### src/rtl/response_sequencer.sv
// Streams a fixed ASCII reply over a valid/ready byte interface on each trigger pulse.
// Optional CR/LF terminator is enabled with `define RESPONSE_SEQUENCER_CRLF_EN.
module response_sequencer #(
  parameter int unsigned               MSG_LEN    = 4,
  parameter logic [8*MSG_LEN-1:0]      MSG        = 32'h504F4C4F,
  parameter int unsigned               GAP_CYCLES = 0
) (
  input  logic       clk,
  input  logic       rst,
  input  logic       trigger,
  output logic [7:0] tx_data,
  output logic       tx_valid,
  input  logic       tx_ready,
  output logic       busy,
  output logic       done,
  output logic       dropped
);

`ifdef RESPONSE_SEQUENCER_CRLF_EN
  localparam int unsigned TOTAL = MSG_LEN + 2;
`else
  localparam int unsigned TOTAL = MSG_LEN;
`endif

  localparam logic [4:0]  LAST       = 5'(TOTAL - 1);
  localparam logic [15:0] GAP_RELOAD = (GAP_CYCLES == 0) ? '0 : 16'(GAP_CYCLES - 1);

  typedef enum logic [1:0] {IDLE, SEND, GAP} state_t;

  state_t      state, state_nxt;
  logic [4:0]  idx, idx_nxt;
  logic [15:0] cnt, cnt_nxt;
  logic        pending, pending_nxt;
  logic [7:0]  data_nxt;
  logic        valid_nxt, busy_nxt, done_nxt, dropped_nxt;

  logic handshake, last;
  assign handshake = tx_valid && tx_ready;
  assign last      = (idx == LAST);

  function automatic logic [7:0] byte_at(input logic [4:0] i);
    logic [7:0] b;
    b = '0;
    for (int unsigned k = 0; k < MSG_LEN; k++)
      if (i == 5'(k)) b = MSG[8*(MSG_LEN-1-k) +: 8];
`ifdef RESPONSE_SEQUENCER_CRLF_EN
    if (i == 5'(MSG_LEN))     b = 8'h0D;
    if (i == 5'(MSG_LEN + 1)) b = 8'h0A;
`endif
    return b;
  endfunction

  always_ff @(posedge clk) begin
    if (rst) begin
      state    <= IDLE;
      idx      <= '0;
      cnt      <= '0;
      pending  <= 1'b0;
      tx_data  <= '0;
      tx_valid <= 1'b0;
      busy     <= 1'b0;
      done     <= 1'b0;
      dropped  <= 1'b0;
    end else begin
      state    <= state_nxt;
      idx      <= idx_nxt;
      cnt      <= cnt_nxt;
      pending  <= pending_nxt;
      tx_data  <= data_nxt;
      tx_valid <= valid_nxt;
      busy     <= busy_nxt;
      done     <= done_nxt;
      dropped  <= dropped_nxt;
    end
  end

  always_comb begin
    state_nxt = state;
    case (state)
      IDLE: if (trigger || pending) state_nxt = SEND;
      SEND: if (handshake) begin
        if (last)                 state_nxt = IDLE;
        else if (GAP_CYCLES != 0) state_nxt = GAP;
      end
      GAP:  if (cnt == '0) state_nxt = SEND;
      default: state_nxt = IDLE;
    endcase
  end

  always_comb begin
    idx_nxt     = idx;
    cnt_nxt     = cnt;
    pending_nxt = pending;
    data_nxt    = tx_data;
    valid_nxt   = tx_valid;
    busy_nxt    = busy;
    done_nxt    = 1'b0;
    dropped_nxt = 1'b0;
    case (state)
      IDLE: begin
        if (trigger || pending) begin
          busy_nxt    = 1'b1;
          idx_nxt     = '0;
          data_nxt    = byte_at(5'd0);
          valid_nxt   = 1'b1;
          // A trigger arriving while a queued request starts takes the freed slot
          pending_nxt = trigger && pending;
        end
      end
      SEND: begin
        if (trigger) begin
          if (pending) dropped_nxt = 1'b1;
          else         pending_nxt = 1'b1;
        end
        if (handshake) begin
          if (last) begin
            valid_nxt = 1'b0;
            busy_nxt  = 1'b0;
            done_nxt  = 1'b1;
          end else if (GAP_CYCLES == 0) begin
            idx_nxt  = idx + 5'd1;
            data_nxt = byte_at(idx + 5'd1);
          end else begin
            valid_nxt = 1'b0;
            cnt_nxt   = GAP_RELOAD;
          end
        end
      end
      GAP: begin
        if (trigger) begin
          if (pending) dropped_nxt = 1'b1;
          else         pending_nxt = 1'b1;
        end
        if (cnt == '0) begin
          idx_nxt   = idx + 5'd1;
          data_nxt  = byte_at(idx + 5'd1);
          valid_nxt = 1'b1;
        end else begin
          cnt_nxt = cnt - 16'd1;
        end
      end
      default: ;
    endcase
  end

endmodule

### config.mk
export PLATFORM = sky130hd
export DESIGN_NAME = response_sequencer
export DESIGN_NICKNAME = d
export VERILOG_FILES = /design/src/rtl/response_sequencer.sv
export SDC_FILE = /design/constraint.sdc
export NUM_CORES = 1
export LEC_CHECK = 0
export ABC_AREA = 1
export CAP_MARGIN = 30
export CORE_MARGIN = 2
export CORE_UTILIZATION = 52
export CTS_BUF_LIST = sky130_fd_sc_hd__clkbuf_8
export DETAILED_ROUTE_END_ITERATION = 16
export GPL_TIMING_DRIVEN = 0
export PLACE_DENSITY = 0.89
export SLEW_MARGIN = 0
export SYNTH_ARGS = -nofsm -noshare
export SYNTH_HDL_FRONTEND = slang
export SYNTH_SLANG_ARGS = --single-unit
### constraint.sdc
create_clock -name clk -period 1.8 [get_ports clk]
set_input_delay 0.36 -clock clk [delete_from_list [all_inputs] [get_ports clk]]
set_output_delay 0.36 -clock clk [all_outputs]
set_load 0.01 [all_outputs]
After elaboration in Yosys (flattened, before gate mapping)
Cells that the tools add are included.
{ "totals": {"regBits": 36, "latch_bits": 0, "mem_bits_rw": 0, "romBits": 0, "input_bits": 4, "wordCells": 76, "n_memories": 0} }
{ "classes": {"addsub": 2, "n_mul": 0, "div": 0, "n_lt_le_gt_ge": 0, "eq_ne": 12, "shifts": 0, "muxes": 30, "bitwise_logic": 5, "n_reduce_logical": 18} }
{ "ops": {"columns": ["operator", "count"], "rows": [
  ["two-way mux 8 bit", 7],
  ["case mux 8 bit (3 select lines)", 1],
  ["two-way mux 5 bit", 4],
  ["logical NOT 16 bit", 1],
  ["subtractor 16 x 1 -> 16 bit, second input constant", 1],
  ["equality test 5 x 2 -> 1 bit, second input constant", 3],
  ["case mux 5 bit (3 select lines)", 1],
  ["!= test 2 bit, second input constant", 5],
  ["AND reduction 5 bit", 2],
  ["two-way mux 1 bit", 8],
  ["two-way mux 2 bit", 4],
  ["AND reduction 4 bit", 2],
  ["two-way mux 7 bit", 1],
  ["case mux 2 bit (3 select lines)", 1],
  ["OR reduction 3 bit", 2],
  ["adder 5 x 1 -> 5 bit, second input constant", 1],
  ["equality test 5 x 1 -> 1 bit, second input constant", 1],
  ["logical NOT 5 bit", 1],
  ["inverter 1 bit", 5],
  ["case mux 1 bit (2 select lines)", 2],
  ["nonzero test 2 bit", 2],
  ["case mux 1 bit (3 select lines)", 1],
  ["AND reduction 3 bit", 1],
  ["nonzero test 3 bit", 1],
  ["8 further kinds", 9]
]} }

Longest topological paths before layout
Gate-level depths: netlist of the first run.
{ "logic_depth": {"word_depth": 9, "ltp_mapped": 9, "depth_no_buf": 9} }

Worst setup path before layout of the first run
No wires, ideal clock.
{ "synth_timing": {"path_kind": "reg-to-reg", "start": "reg idx[1]", "end": "reg tx_data[4]", "arrival_time_ns": 1.254, "path_slack_ns": 0.420, "stages_incl_launch_ff": 9, "path_buffers": 0, "period_less_slack_ns": 1.380, "cell_sequence": "dfxtp_1 ha_1 inv_2 nor2_4 nand2_2 nand3_2 nand2_4 o21ai_0 a21oi_1"} }
{ "synth_between": {"elab_chain_len": 9} }
{ "synth_lines": {"columns": ["element", "line_no", "rtl"], "rows": [
  ["start: declaration", "31", "logic [4:0] idx, idx_nxt;"],
  ["start signal: assignment", "66", "idx <= idx_nxt;"],
  ["adder 5 x 1 -> 5 bit", "122, 136", null],
  ["logical NOT 5 bit", "45", "if (i == 5'(k)) b = MSG[8*(MSG_LEN-1-k) +: 8];"],
  ["two-way mux 7 bit", "45", null],
  ["two-way mux 8 bit (3 in a row)", "45", null],
  ["two-way mux 8 bit", "116", "if (last) begin"],
  ["two-way mux 8 bit", "115", "if (handshake) begin"],
  ["case mux 8 bit (3 select lines)", "99", "case (state)"],
  ["end signal: assignment", "69", "tx_data <= data_nxt;"],
  ["end: declaration", "11", "output logic [7:0] tx_data,"]
]} }
Parallel ways exist; a longest one is shown, timed or not. The select of a mux whose other input is x is not followed.
A chain may end at the register's enable or synchronous reset.

Final worst setup path of the first run
{ "layout_timing": {"start": "reg tx_valid", "end": "out tx_valid"} }
{ "layout_lines": {"columns": ["element", "line_no", "rtl"], "rows": [
  ["start: declaration", "12", "output logic tx_valid,"],
  ["start signal: assignment", "70", "tx_valid <= valid_nxt;"]
]} }
No word-level cell between the ends.

==> results of run 1 <==
## layer usage
metal  vias up  track usage (%)
met1       323             21.0
li1        358                -
met2        32             34.9
met4         0             12.7
met5         -                0
met3         6             2.55
## state kept, by name (all words and copies together), names as in the netlist
name / flops
tx_data: 4
done: 1
pending: 1
dropped: 1
tx_valid: 1
idx: 5
## critical path, cell delays in order (launching register included)
cell                              delay, ns
sky130_fd_sc_hd__dfxtp_1               0.42
sky130_fd_sc_hd__buf_4                 0.14
sky130_fd_sc_hd__clkdlybuf4s50_1       0.52
## cell type report
| type | instances | area [µm²] |
|---|---|---|
| buffer | 8 | 60.1 |
| clock buffer | 3 | 41.3 |
| fill | 128 | 485 |
| tap | 16 | 20.0 |
| timing repair buffer | 12 | 120 |
| multi-input combinational | 70 | 430 |
| clock inverter | 1 | 3.75 |
| inverter | 12 | 50.0 |
| sequential | 13 | 260 |
## cell families after synthesis
logic type	after synthesis	share of synthesized area, %
xor+xnor	1	1.10
flops	13	32.7
buf+inv	20	13.8
other cells	1	0.471
simple gates	48	32.2
compound gates	15	13.5
fa+ha+maj	4	6.28
## final timing paths
| kind | startpoint | end | slack (ns) |
|---|---|---|---|
| worst max-delay path | tx_valid | tx_valid | 0.11 |
| worst min-delay path | pending | dropped | 0.46 |
| worst max register to register | idx[1] | tx_data[4] | 0.17 |
| worst min register to register | pending | dropped | 0.46 |
## stage by stage
stage               area, µm²  util (%)  hold slack [ns]
global route              986      67.0            0.494
global placement          941      63.9            0.449
CTS                       986      67.0            0.470
detailed placement        941      63.9            0.461
finish                    986      67.0            0.464
floorplan                 801         -            0.439
## synth_stat cells, types with 2 or more instances
library cell | count | share of area, %
sky130_fd_sc_hd__dfxtp_1 | 13 | 33
sky130_fd_sc_hd__nand2_1 | 18 | 8.5
sky130_fd_sc_hd__nand2_2 | 6 | 4.7
sky130_fd_sc_hd__nor2_1 | 6 | 2.8
sky130_fd_sc_hd__nor2_4 | 2 | 2.8
sky130_fd_sc_hd__ha_1 | 4 | 6.3
sky130_fd_sc_hd__a21oi_2 | 7 | 7.7
sky130_fd_sc_hd__inv_1 | 10 | 4.7
sky130_fd_sc_hd__a21oi_1 | 3 | 1.9
sky130_fd_sc_hd__nand3_1 | 3 | 1.9
sky130_fd_sc_hd__buf_4 | 6 | 5.7
sky130_fd_sc_hd__nor3_1 | 3 | 1.9
sky130_fd_sc_hd__o21ai_0 | 3 | 1.9
sky130_fd_sc_hd__nand3_2 | 2 | 2.5
sky130_fd_sc_hd__nand4_1 | 5 | 3.9
## where the power goes
group / internal (µW) / leakage (µW) / total, µW / switching [µW]
Combinational: 55.2 / 0.000271 / 116 / 60.4
Sequential: 301 / 0.000106 / 313 / 12.1
Clock: 151 / 0.0000269 / 259 / 108
Total: 507 / 0.000404 / 688 / 181
==> summary by stage, run 1 <==
Worst setup path
The critical path is of the register to primary output type. The kind of end point of the critical path is a primary output. Data on the critical path is required at its endpoint by roughly 1.4 ns. STA classifies the critical path startpoint as a register. The count of cells along the worst register-to-register path is 7. Along the worst path, the maximum fanout reaches 6. Data arrives at the worst endpoint at 1.33 ns.

Min path
The path class of the tightest hold or removal check is register to register. The hold path depth is 2.

Outcome
The flow ran to the end, and the final reports show no timing, DRC or antenna violations.

Layout
The final layout contains 128 nets. The number of antenna diodes in the final layout is 0. Leaving out fill and tap cells, the most frequent cells in the layout are sky130_fd_sc_hd__nand2_1, sky130_fd_sc_hd__dfxtp_1, sky130_fd_sc_hd__clkdlybuf4s50_1, sky130_fd_sc_hd__inv_1, sky130_fd_sc_hd__a21oi_2. The area growth from synthesis to layout is 23.7%.

Leaving out filler cells and counting taps, the final layout contains 135. The share of cells above drive strength 1 is 26.1%. The library cell used most frequently in the layout, excluding fill and tap cells, is sky130_fd_sc_hd__nand2_1.

Global routing
The maximum number of pins on one net before global-route repair is 11. For this run the aggregate overflow at the end of global routing stands at 0. The aggregate global-route resource usage is 19.5%. The first global-routing pass estimated roughly 2700 µm of wire. The number of antenna violations at the first check in global routing is 0. The number of global-route vias before repair came to 665.

STA
For the final routed database, the setup TNS stands at 0 ns. The final worst-path setup slack is 0.110 ns. Of the available clock period, the critical path in the final layout requires 93.9%. Setup repair after global routing left no endpoint under its margin.

The worst clock skew is roughly 0.0040 ns. The max-slew violation count is 0. Measured against its own limit, the worst slew margin works out to between 50% and 60%. The actual slew at the worst max-slew pin is between 0.6 and 0.7 ns. The final count of hold timing violations was 0. The maximum clock frequency is 0.592 GHz. The worst path needs 1.69 ns of the cycle, external delays included.

The number of setup violations in the final report is 0.

Placement
The worst setup slack before clock tree synthesis is roughly 0.13 ns. The routability congestion estimate from global placement is 0.828. The placed wire-length estimate after detailed placement is 1140 µm. Buffers placed on the I/O ports in this run total 12. Counting tap cells, the placed design contains a total of 131 instances.

Synthesis
The count of flip-flops with a built-in enable after synthesis is 0. The post-synthesis async set-or-reset flop share is 0%. The average cell area after synthesis is 7.81 µm².

Sequential cells were found to cover 32.7% of the synthesized design area. The synthesized flop and latch total is 13. The mapped cell area is 797 µm². The count of cell types in the netlist is 26. Among all flip-flop cells after synthesis, the most frequent one is sky130_fd_sc_hd__dfxtp_1. The cell count after synthesis came out at 102. The number of warning messages in the yosys log is 0.

Route
In the routed layout, each cell is associated on average with a via count of 5.33. The aggregate routed wire length is 1670 µm. The detailed router used layers up to and including met4. The met2 wire length is ~860 µm. The wire length on met1 is 681 µm.

After detailed routing, the average wire length per cell comes to 12.4 µm. After the first detailed-routing iteration, the DRC count stood at 13. In the routed design, unresolved DRC markers number 0. The count of vias placed by the detailed router is 719. The pre-antenna-repair detailed-routing pass consisted of 4 iterations. Once detail routing completed, the nets flagged for antenna violations numbered 0.

Summed over all nets, wire length on met3 after detailed routing comes to 92 µm.

Clock network
CTS built an H-tree with a depth of 1. The total clock sinks is 13. Counting the buffers created by CTS gives 3. Gates resized during post-CTS repair numbered 0.

The number of buffers inserted by post-CTS setup repair is 0. The clock tree from TritonCTS is built. The cell chosen for the clock root is sky130_fd_sc_hd__clkbuf_8. The number of hold buffers added after CTS is 0. The clock passes through at most 2 buffers. The later-pin clock latency in the skew report is ~0.25 ns. Clock-pin slew was measured on the worst setup and hold paths at 0.06 ns.

Floorplan
The die is 43.2 µm tall. From left edge to right edge, the die measures 43.2 µm. During I/O placement, the number of pins put on the boundary was 16. The initial utilization of the core area, before any placement, comes to between 50% and 60%. The total die area is ~0.0019 mm². The number of placement rows is 14. The placeable core area is 0.00147 mm².

Power
Dividing total power by cell area gives a power density of 697 mW/mm². The leakage power summed over all cells is roughly 0.00040 µW. The total power of the final layout is about 700 µW.

The worst ir drop on vdd is 0.430 mV.

Job
Across the run, the number of max-cap violations was 0.
(Power assumes the default switching activity.)
==> run 2, diff against run 1 <==
--- a/config.mk
+++ b/config.mk
@@ -6,14 +6,15 @@
 export NUM_CORES = 1
 export LEC_CHECK = 0
 export ABC_AREA = 1
+export ABC_CLOCK_PERIOD_IN_PS = 1800
 export CAP_MARGIN = 30
-export CORE_MARGIN = 2
-export CORE_UTILIZATION = 52
+export CORE_AREA = 2 2 39 41
 export CTS_BUF_LIST = sky130_fd_sc_hd__clkbuf_8
 export DETAILED_ROUTE_END_ITERATION = 16
+export DIE_AREA = 0 0 41 43
+export DONT_BUFFER_PORTS = 1
 export GPL_TIMING_DRIVEN = 0
-export PLACE_DENSITY = 0.89
-export SLEW_MARGIN = 0
+export PLACE_DENSITY = 0.84
 export SYNTH_ARGS = -nofsm -noshare
 export SYNTH_HDL_FRONTEND = slang
 export SYNTH_SLANG_ARGS = --single-unit
==> run 2 against run 1 <==
Effect of this change: non-clock buffer count shrank 12; final area down 12%; critical path depth increased by 7; critical endpoint is now tx_data[3].
==> summary by stage, run 2 (synthesis gave the netlist of run 1 again) <==
STA
The time the final worst path needs with I/O delays and setup is 1.58 ns (was 1.69 ns). The tightest slew margin relative to the limit is 60.0% (was 59.5%). The max-slew violation count is 0 (unchanged). The summed negative setup slack over all endpoints is 0 ns (unchanged).

The fraction of the cycle the final worst path needs is 87.7% (was 93.9%). The maximum clock frequency is 0.634 GHz (was 0.592 GHz). RSZ-0062 raised after global routing: no (unchanged). The worst clock skew is 0.000570 ns (was 0.00399 ns). The actual slew at the worst max-slew pin came to 0.600 ns (was 0.607 ns).

The final count of hold timing violations is 0 (unchanged). The number of setup violations in the final report is 0 (unchanged).

Floorplan
The placeable core area came to 0.00138 mm² (was 0.00147 mm²). The die span in y is 43 µm (was 43.2 µm). The initial standard-cell utilization of the core is 57.6% (was 54.2%).

The number of placement rows came to 14 (unchanged). The horizontal extent of the die is 41 µm (was 43.2 µm). The top-level port count is 16 (unchanged). The total die area is 0.00176 mm² (was 0.00186 mm²).

Global routing
The maximum number of pins on one net before global-route repair was 11 (unchanged). The first-pass GRT wire length was 2350 µm (was 2700 µm). The number of antenna violations at the first check in global routing is 0 (unchanged).

The sum of overflow across all layers after global routing was 0 (unchanged). The number of global-route vias before repair is 613 (was 665). The aggregate global-route resource usage was 20.0% (was 19.5%).

Clock network
The number of buffers inserted by post-CTS setup repair came to 0 (unchanged). The number of hold buffers added after CTS was 0 (unchanged). The maximum number of buffers from clock root to sink is 2 (unchanged). The clock tree from TritonCTS is built (unchanged). The later-pin clock latency in the skew report is 0.24 ns (was 0.25 ns). The number of levels the H-tree was split into is 1 (unchanged). The cell chosen for the clock root is sky130_fd_sc_hd__clkbuf_8 (unchanged). The total clock sinks is 13 (unchanged).

The post-cts repair resize count is 0 (unchanged). The clock-pin slew on the worst setup and hold paths is 0.05 ns (was 0.06 ns). The total CTS buffers is 3 (unchanged).

Power
The switching portion of total power was 26.5% (was 26.3%). The worst ir drop on vdd came to 0.437 mV (was 0.430 mV). The combinational share of power came to 12.3% (was 16.8%).

The cell internal power dissipation is 481 µW (was 507 µW). The share of power burned in registers came to 48.6% (was 45.5%). The leakage power summed over all cells is 0.000360 µW (was 0.000404 µW). The share of power burned in the clock network is 39.1% (was 37.7%).

The net switching component of the power is 174 µW (was 181 µW). The power per cell area is 756 mW/mm² (was 697 mW/mm²).

Route
The aggregate routed wire length is 1440 µm (was 1670 µm). The number of iterations in the first detailed-routing pass was 4 (unchanged). The detailed-route vias per instance was 5.31 (was 5.33). The top routing layer in use is met4 (unchanged). The number of nets with antenna violations after detailed routing is 0 (unchanged). The number of remaining DRC errors is 0 (unchanged). The post-detailed-route wirelength per cell is 11.7 µm (was 12.4 µm). The met2 wire length is 696 µm (was 855 µm).

The count of vias placed by the detailed router was 653 (was 719). The sum of met3 wire segment lengths after detailed routing is 51 µm (was 92 µm). The wire length on met1 came to 634 µm (was 681 µm). The starting DRC count in detailed routing was 21 (was 13).

Worst setup path
The data required time at the worst endpoint came to 1.97 ns (was 1.44 ns). The internal reg-to-reg setup slack is 0.22 ns (was 0.17 ns). The reg-to-reg critical path startpoint is idx[0] (was idx[1]). The largest incremental delay on the critical path is 0.49 ns (was 0.52 ns). The kind of end point of the critical path is a register (was primary output). The cell at the slowest stage of the critical path is sky130_fd_sc_hd__dfxtp_1 (was sky130_fd_sc_hd__clkdlybuf4s50_1). The count of cells along the worst register-to-register path was 9 (was 7). Cell chain of the critical path: ha_1 -> inv_2 -> nor2_4 -> nand2_2 -> nand3_2 -> nand2_4 -> inv_6 -> nand2_2 -> a21oi_2 (was buf_4 -> clkdlybuf4s50_1). The highest fanout seen on the critical path is 8 (was 6).

The most numerous cell type found on the critical path is sky130_fd_sc_hd__nand2_2. The category of the critical setup timing path is register to register (was register to primary output). The launching element type of the critical path is a register (unchanged). The endpoint of the worst register-to-register path is tx_data[3] (was tx_data[4]). The data arrival time of the critical path is 1.75 ns (was 1.33 ns).

Layout
The area growth from synthesis to layout came to 8.63% (was 23.7%). Leading registers by flop count: idx: 5 flops, tx_data: 4 flops (unchanged). Commonest cells after routing, fill and taps aside: sky130_fd_sc_hd__nand2_1, sky130_fd_sc_hd__dfxtp_1, sky130_fd_sc_hd__inv_1, sky130_fd_sc_hd__a21oi_2 (was sky130_fd_sc_hd__nand2_1, sky130_fd_sc_hd__dfxtp_1, sky130_fd_sc_hd__clkdlybuf4s50_1, sky130_fd_sc_hd__inv_1, sky130_fd_sc_hd__a21oi_2). The share of cells above drive strength 1 is 29.0% (was 26.1%). The count of nets after finishing came to 116 (was 128). The post-layout instance count excluding filler cells came to 123 (was 135). The number of antenna cells inserted is 0 (unchanged).

The register ranked first by flip-flop count is idx (unchanged). The most frequent standard cell in the layout excluding fill and tap cells is sky130_fd_sc_hd__nand2_1 (unchanged). The number of flip-flops under the largest register name is 5 (unchanged).

Placement
The placed wire-length estimate after detailed placement is 1050 µm (was 1140 µm). The count of buffers inserted at the top-level ports is 0 (was 12). The instance count after placement with tap cells included is 119 (was 131).

The routability congestion estimate from global placement came to 0.853 (was 0.828).

Min path
The kind of path behind the tightest hold check is primary input to register (was register to register). The beginning of the worst hold path was trigger (was pending). The hold path depth is 2 (unchanged). The terminating pin of the worst hold path is dropped (unchanged).

Outcome
Run status: finished clean (unchanged).

Job
The number of max-cap violations is 0 (unchanged).
-- run 2: cell count changes in the layout (fill, tap and decap cells not counted) --
| cell | previous run | this run |
|---|---|---|
| sky130_fd_sc_hd__clkdlybuf4s50_1 | 12 | 0 |
-- run 2: metal layers --
metal	global-route usage (%)	vias to the layer above
li1	-	336
met1	23.9	293
met2	30.6	17
met3	3.14	7
met4	14.0	0
met5	0	-
-- run 2: cell type report --
class / instances / area [µm²]
clock inverter: 1 / 3.75
inverter: 12 / 50.0
clock buffer: 3 / 41.3
multi-input combinational: 70 / 430
tap: 16 / 20.0
sequential: 13 / 260
fill: 115 / 518
buffer: 8 / 60.1
-- run 2: how the worst max path moves through the flow --
stage,start,endpoint,cells after the start
2_1_floorplan,idx[1],tx_data[4],8
3_3_place_gp,idx[0],tx_data[3],6
3_5_place_dp,idx[0],tx_data[3],9
4_1_cts,idx[0],tx_data[3],9
5_1_grt,idx[0],tx_data[4],8
6_report,idx[0],tx_data[3],9
-- run 2: per-stage QoR --
step                      instance area (µm²)  hold WS [ns]  setup WS [ns]  total power [µW]  util [%]
after floorplan                           801         0.439          0.420               389         -
after global placement                    821         0.451          0.297               401      59.3
after detailed placement                  821         0.464          0.250               404      59.3
after CTS                                 866         0.277          0.228               658      62.6
after global routing                      866         0.281         0.0789               682      62.6
final                                     866         0.274          0.222               655      62.6
-- run 2: power groups by stage --
stage | Combinational, µW | Clock, µW | Sequential [µW]
after detailed placement | 79.4 | 0 | 325
final | 80.3 | 256 | 318
after CTS | 80.6 | 259 | 318
after floorplan | 67.5 | 0 | 322
after global placement | 76.5 | 0 | 324
after global routing | 90.6 | 271 | 321
-- run 2: critical path, delay by kind of cell, from the launching register on --
kind | cells | cell delay (ns)
adder cells (fa/ha/maj) | 1 | 0.31
flip-flops | 1 | 0.49
AND/OR/NAND/NOR | 5 | 0.40
AO/OA/AOI/OAI | 1 | 0.13
buffers and inverters | 2 | 0.17
